$ cat src/rtl/dds_param_scheduler.sv
// Timed-command scheduler for the DAC phase MAC.
// Commands (timestamp, freq, phase) are buffered in a FIFO. Each one is applied
// to the MAC operand registers once the free-running time counter reaches its
// timestamp. A command whose timestamp has already passed is applied at once
// and recorded as late.
//
// state    | meaning
// ---------+---------------------------------------------------------------
// ST_IDLE  | FIFO empty, nothing to compare
// ST_WAIT  | head command compared against time_now every cycle
// ST_APPLY | popped command loads mac_b/mac_c and restarts mac_a
module dds_param_scheduler #(
    parameter int FIFO_DEPTH = 16,
    parameter int TIME_W     = 48,
    parameter int LATE_CNT_W = 16
) (
    input  logic                          clk,
    input  logic                          resetn,
    input  logic                          s_valid,
    output logic                          s_ready,
    input  logic [TIME_W-1:0]             s_time,
    input  logic [47:0]                   s_freq,
    input  logic [13:0]                   s_phase,
    input  logic                          time_set,
    input  logic [TIME_W-1:0]             time_set_val,
    input  logic                          flush,
    input  logic                          clear_late,
    output logic [TIME_W-1:0]             time_now,
    output logic [TIME_W-1:0]             mac_a,
    output logic [47:0]                   mac_b,
    output logic [13:0]                   mac_c,
    output logic                          update_pulse,
    output logic [$clog2(FIFO_DEPTH):0]   fifo_level,
    output logic                          late_flag,
    output logic [LATE_CNT_W-1:0]         late_count
);
    localparam int PTR_W = $clog2(FIFO_DEPTH);
    localparam int LVL_W = PTR_W + 1;

    typedef enum logic [1:0] {ST_IDLE, ST_WAIT, ST_APPLY} state_e;

    state_e                 state_q, state_d;
    logic [TIME_W-1:0]      time_now_q;
    logic [TIME_W-1:0]      mac_a_q;
    logic [47:0]            mac_b_q, pend_freq_q;
    logic [13:0]            mac_c_q, pend_phase_q;
    logic                   update_pulse_q;
    logic                   late_flag_q, late_flag_d;
    logic [LATE_CNT_W-1:0]  late_count_q, late_count_d;
    logic [PTR_W-1:0]       wr_ptr_q, rd_ptr_q;
    logic [LVL_W-1:0]       level_q, level_d;

    logic [TIME_W-1:0]      mem_time_q  [FIFO_DEPTH];
    logic [47:0]            mem_freq_q  [FIFO_DEPTH];
    logic [13:0]            mem_phase_q [FIFO_DEPTH];

    logic                   push, pop, late_evt, fifo_empty;
    logic [TIME_W-1:0]      head_time;

    // s_ready depends only on the registered level, never on s_valid
    assign s_ready    = (level_q != LVL_W'(FIFO_DEPTH));
    assign push       = s_valid & s_ready & ~flush;
    assign fifo_empty = (level_q == '0);
    assign head_time  = mem_time_q[rd_ptr_q];

    // Next-state logic: head compare, pop and late detection
    always_comb begin
        state_d  = state_q;
        pop      = 1'b0;
        late_evt = 1'b0;
        case (state_q)
            ST_IDLE: begin
                if (!flush && (!fifo_empty || push)) state_d = ST_WAIT;
            end
            ST_WAIT: begin
                if (flush || fifo_empty) begin
                    state_d = ST_IDLE;
                end else if (head_time == time_now_q) begin
                    pop     = 1'b1;
                    state_d = ST_APPLY;
                end else if (head_time < time_now_q) begin
                    pop      = 1'b1;
                    late_evt = 1'b1;
                    state_d  = ST_APPLY;
                end
            end
            ST_APPLY: begin
                state_d = (!flush && (!fifo_empty || push)) ? ST_WAIT : ST_IDLE;
            end
            default: state_d = ST_IDLE;
        endcase
    end

    // Level and late-status next values; a late event beats clear_late
    always_comb begin
        level_d = flush ? '0 : level_q + LVL_W'(push) - LVL_W'(pop);
        late_flag_d  = late_flag_q;
        late_count_d = late_count_q;
        if (late_evt) begin
            late_flag_d = 1'b1;
            if (clear_late)       late_count_d = LATE_CNT_W'(1);
            else if (!(&late_count_q)) late_count_d = late_count_q + LATE_CNT_W'(1);
        end else if (clear_late) begin
            late_flag_d  = 1'b0;
            late_count_d = '0;
        end
    end

    // FIFO storage; contents need no reset since the level gates every read
    always_ff @(posedge clk) begin
        if (push) begin
            mem_time_q[wr_ptr_q]  <= s_time;
            mem_freq_q[wr_ptr_q]  <= s_freq;
            mem_phase_q[wr_ptr_q] <= s_phase;
        end
    end

    // Control, time base, FIFO pointers and MAC operand registers
    always_ff @(posedge clk or negedge resetn) begin
        if (!resetn) begin
            state_q        <= ST_IDLE;
            time_now_q     <= '0;
            mac_a_q        <= '0;
            mac_b_q        <= '0;
            mac_c_q        <= '0;
            pend_freq_q    <= '0;
            pend_phase_q   <= '0;
            update_pulse_q <= 1'b0;
            late_flag_q    <= 1'b0;
            late_count_q   <= '0;
            wr_ptr_q       <= '0;
            rd_ptr_q       <= '0;
            level_q        <= '0;
        end else begin
            state_q      <= state_d;
            time_now_q   <= time_set ? time_set_val : time_now_q + TIME_W'(1);
            level_q      <= level_d;
            late_flag_q  <= late_flag_d;
            late_count_q <= late_count_d;
            if (flush) begin
                wr_ptr_q <= '0;
                rd_ptr_q <= '0;
            end else begin
                if (push) wr_ptr_q <= wr_ptr_q + PTR_W'(1);
                if (pop)  rd_ptr_q <= rd_ptr_q + PTR_W'(1);
            end
            // The head is captured at pop so APPLY does not depend on FIFO state
            if (pop) begin
                pend_freq_q  <= mem_freq_q[rd_ptr_q];
                pend_phase_q <= mem_phase_q[rd_ptr_q];
            end
            update_pulse_q <= (state_q == ST_APPLY);
            if (state_q == ST_APPLY) begin
                mac_a_q <= '0;
                mac_b_q <= pend_freq_q;
                mac_c_q <= pend_phase_q;
            end else begin
                mac_a_q <= mac_a_q + TIME_W'(1);
            end
        end
    end

    assign time_now     = time_now_q;
    assign mac_a        = mac_a_q;
    assign mac_b        = mac_b_q;
    assign mac_c        = mac_c_q;
    assign update_pulse = update_pulse_q;
    assign fifo_level   = level_q;
    assign late_flag    = late_flag_q;
    assign late_count   = late_count_q;

endmodule

$ cat config.mk
export PLATFORM = sky130hd
export DESIGN_NAME = dds_param_scheduler
export DESIGN_NICKNAME = d
export VERILOG_FILES = /design/src/rtl/dds_param_scheduler.sv
export SDC_FILE = /design/constraint.sdc
export NUM_CORES = 2
export LEC_CHECK = 0
export ABC_CLOCK_PERIOD_IN_PS = 9110
export CORE_MARGIN = 5
export CORE_UTILIZATION = 50
export DETAILED_ROUTE_END_ITERATION = 7
export PLACE_DENSITY = 0.7
export RECOVER_POWER = 50
export SETUP_SLACK_MARGIN = 0.4
export SYNTH_ARGS = -nofsm -noshare
export SYNTH_HDL_FRONTEND = slang
export SYNTH_SLANG_ARGS = --single-unit
$ cat constraint.sdc
create_clock -name clk -period 9.11 [get_ports clk]
set_input_delay 2.2775 -clock clk [delete_from_list [all_inputs] [get_ports clk]]
set_output_delay 2.2775 -clock clk [all_outputs]
set_load 0.03 [all_outputs]
==> impl_results.md <==
- Final #Nets: 4407
- Clock latency on the worst-skew pair: 0.83 ns
- Power density over the cells: 254 nW/um^2
- Reg-to-reg startpoint: state_q[0]
- Post-synth top area cell: edfxtp_1
- Initial cell density of the core: 50.2%
- Final Instance Count excl. Fillers: 6454
- Count leader, synth: edfxtp_1
- CTS sink cnt: 2013
- Final instance area: 91300 sq um
- I/O pins: 346
- Syn_nets: 3961
- RSZ-0062 raised after global routing: false
- Post-synthesis sequential element count: 2013
- FF-to-FF setup slack: 2.17 ns
- CTS tree: done
- Cts repair resizes: 0
- Hold WC Path Type: register to register
- Fmax: 141 MHz
- Pins Over Slew Limit: 412
- Tot GR Track Use: 22.9%
- Layout cells sized above 1: 22.6%
- Routed vias: 38600
- Core box area: 156000 sq um
- Antenna Nets Post-Route: 0
- Largest net degree at the start of global routing: 110
- Post-synth top cells: edfxtp_1 (1760), mux4_2 (550), nand2_1 (286)
- Static leakage: 0.0296 uW
- FILL cells: 11200
- Die height: 406 um
- H-tree levels: 4
- Critical Path Stages: 2
- DP Area: 84600 sq um
- CP Class: input pin to async pin
- Initial antenna violation count: 60
- First-pass GRT wire length: 273 mm
- Synth top area cells: edfxtp_1 (67%), mux4_2 (16%), dfrtp_1 (8.1%)
- Post-Syn Area per Cell: 21.0 sq um
- Seq/Total Area, Yosys: 75.5%
- Post-Place Cells: 6035
- Final TNS setup: 0 ns
- CP Buf/Inv Count: 2
- Status: finished with violations
- Final setup vio count: 0
- Inserted Clock Buffers: 201
- Maximum VDD drop: 0.222 mV
- Ys flop type: edfxtp_1
- CP required: 8.90 ns
- Total power: 23200 uW
- Root Driver: clkbuf_16
- Critical Path Fanout Max: 95
- Worst setup path end: rd_ptr_q[1]
- Startpoint Class: input pin
- Final Cycle Share: 77.6%
- DR vias/cell: 5.98
- Total Wirelength: 186 mm
- Layout area overhead: 16.5%
- GRT overflow: 0
- Vias in the first global route: 39900
- Crit path max-delay family: buffers and inverters
- Die Wd: 406 um
- RR Endpoint: mac_c[13]
- Max Clock Skew: 0.0567 ns
- Synthesized cell area: 78400 sq um
- Arrival time at the worst endpoint: 6.86 ns
- Worst-path cell chain: clkbuf_1 > clkbuf_2
- Post-synth EDFFs: 1760
- Iter 0 DRT Violations: 4499
- Failing checks: capacitance limit, slew limit
- Clk slew on worst S/H paths: 0.06 ns
- Async SR Flop Fraction: 12.6%
- Yosys cell types: 57
- Die ar.: 165000 sq um
- Remaining routing DRC violations: 0
- Worst path max stage delay: 2.36 ns
- Synth Instances: 3734
- WL/cell: 28.8 um
- MaxCap Viol Count: 6
- Total setup buffers inserted after CTS: 0
- R2r worst-path depth: 5
- Crit path capture type: async pin
- Worst Tran Pin Value: 3.74 ns
- Clock buffer depth: 3
- Core Rows: 145
- Slew HR: -150%
- Final GP Congestion: 0.779
- Slowest CP cell: clkbuf_2
- Critical path startpoint: resetn
- PortBufs: 345
- Final hold vios: 0
- Min cycle time layout: 7.07 ns
- Yosys warns: 0
- Post-synth top area share: 67.4%
- DPL Wire Length: 97.3 mm
- DRT Pass-1 Iters: 6
- # hold bufs at CTS: 0
power breakdown:
group	switching [uW]	total, uW	internal [uW]
Combinational	2110	4130	2020
Sequential	295	10800	10500
Clock	3470	8250	4770
worst min-delay path by stage:
stage	startpoint	to	slack, ns	cells after the start
floorplan	pend_freq_q[29]	mac_b[29]	0.43	2
global placement	pend_freq_q[40]	mac_b[40]	0.44	2
detailed placement	pend_freq_q[33]	mac_b[33]	0.45	2
CTS	pend_freq_q[43]	mac_b[43]	0.46	2
global route	pend_freq_q[43]	mac_b[43]	0.48	2
finish	pend_freq_q[43]	mac_b[43]	0.46	2
registers in the layout, summed over array words and instances, names as in the netlist:
name	count
state_q	2
mac_c	14
rd_ptr_q	4
fifo_level	5
mac_b	48
late_count	16
late_flag	1
mem_time_q	768
update_pulse	1
mac_a	48
time_now	48
pend_phase_q	14
mem_freq_q	768
mem_phase_q	224
wr_ptr_q	4
pend_freq_q	48
layer usage:
metal / GRT usage (%) / vias to the layer above / routed length (um)
li1: - / 16100 / -
met1: 31.7 / 20600 / 74300
met2: 36.4 / 1483 / 91200
met3: 5.22 / 329 / 14500
met4: 8.02 / 20 / 6060
met5: 0 / - / 132
metrics by stage:
step	utilization, %	hold slack, ns	worst slack, ns
global route	58.5	0.482	1.03
detailed placement	54.2	0.449	2.39
finish	58.5	0.460	2.04
global placement	54.2	0.444	2.44
floorplan	-	0.433	1.07
CTS	58.5	0.460	2.37
worst reg2reg max path, cell delays in order, from the launching register on:
cell and delay [ns]:
dfrtp_1 0.41, nand2b_1 0.74, clkinvlp_2 1.89, clkbuf_1 2.69
nand2_1 0.96, nand2_1 0.21
cell usage in the layout, fill, tap and decap left out, types with 14 or more instances in the layout:
cell | Yosys | final
xnor2_1 | 56 | 56
mux2_2 | 31 | 31
and3_1 | 25 | 25
clkinv_1 | 0 | 26
edfxtp_1 | 1760 | 1760
bufinv_16 | 0 | 20
mux2_1 | 37 | 37
buf_12 | 0 | 17
clkbuf_16 | 0 | 202
diode_2 | 0 | 41
mux4_2 | 550 | 550
dlygate4sd3_1 | 0 | 111
clkinv_2 | 0 | 40
dfrtp_1 | 253 | 249
inv_1 | 66 | 65
xor2_1 | 38 | 38
nand2_1 | 286 | 286
ha_1 | 62 | 62
buf_4 | 2 | 52
nand4_1 | 31 | 31
a21oi_1 | 38 | 38
clkbuf_1 | 113 | 59
nor2_1 | 87 | 75
o21ai_0 | 64 | 64
clkdlybuf4s50_1 | 0 | 232
nor3_1 | 18 | 14
nand3_1 | 61 | 61
logic make-up after synthesis:
group | after synthesis | synth area share [%]
compound gates | 134 | 0.990
flops | 2013 | 75.5
fa+ha+maj | 63 | 1.02
buf+inv | 242 | 1.29
mux | 619 | 16.8
xor+xnor | 94 | 1.05
simple gates | 569 | 3.35
final cells by class:
class	count	area [sq um]	share of cell area (%)
diodes	41	103	0.112
multi-input cells	1479	18300	20.1
repair buffers	419	4190	4.59
clock inverters	111	1270	1.39
clock buffers	267	5410	5.92
inverters	66	249	0.273
well taps	2058	2570	2.82
flip-flops and latches	2013	59200	64.8
Note: power is estimated with default switching activity, not from simulation.
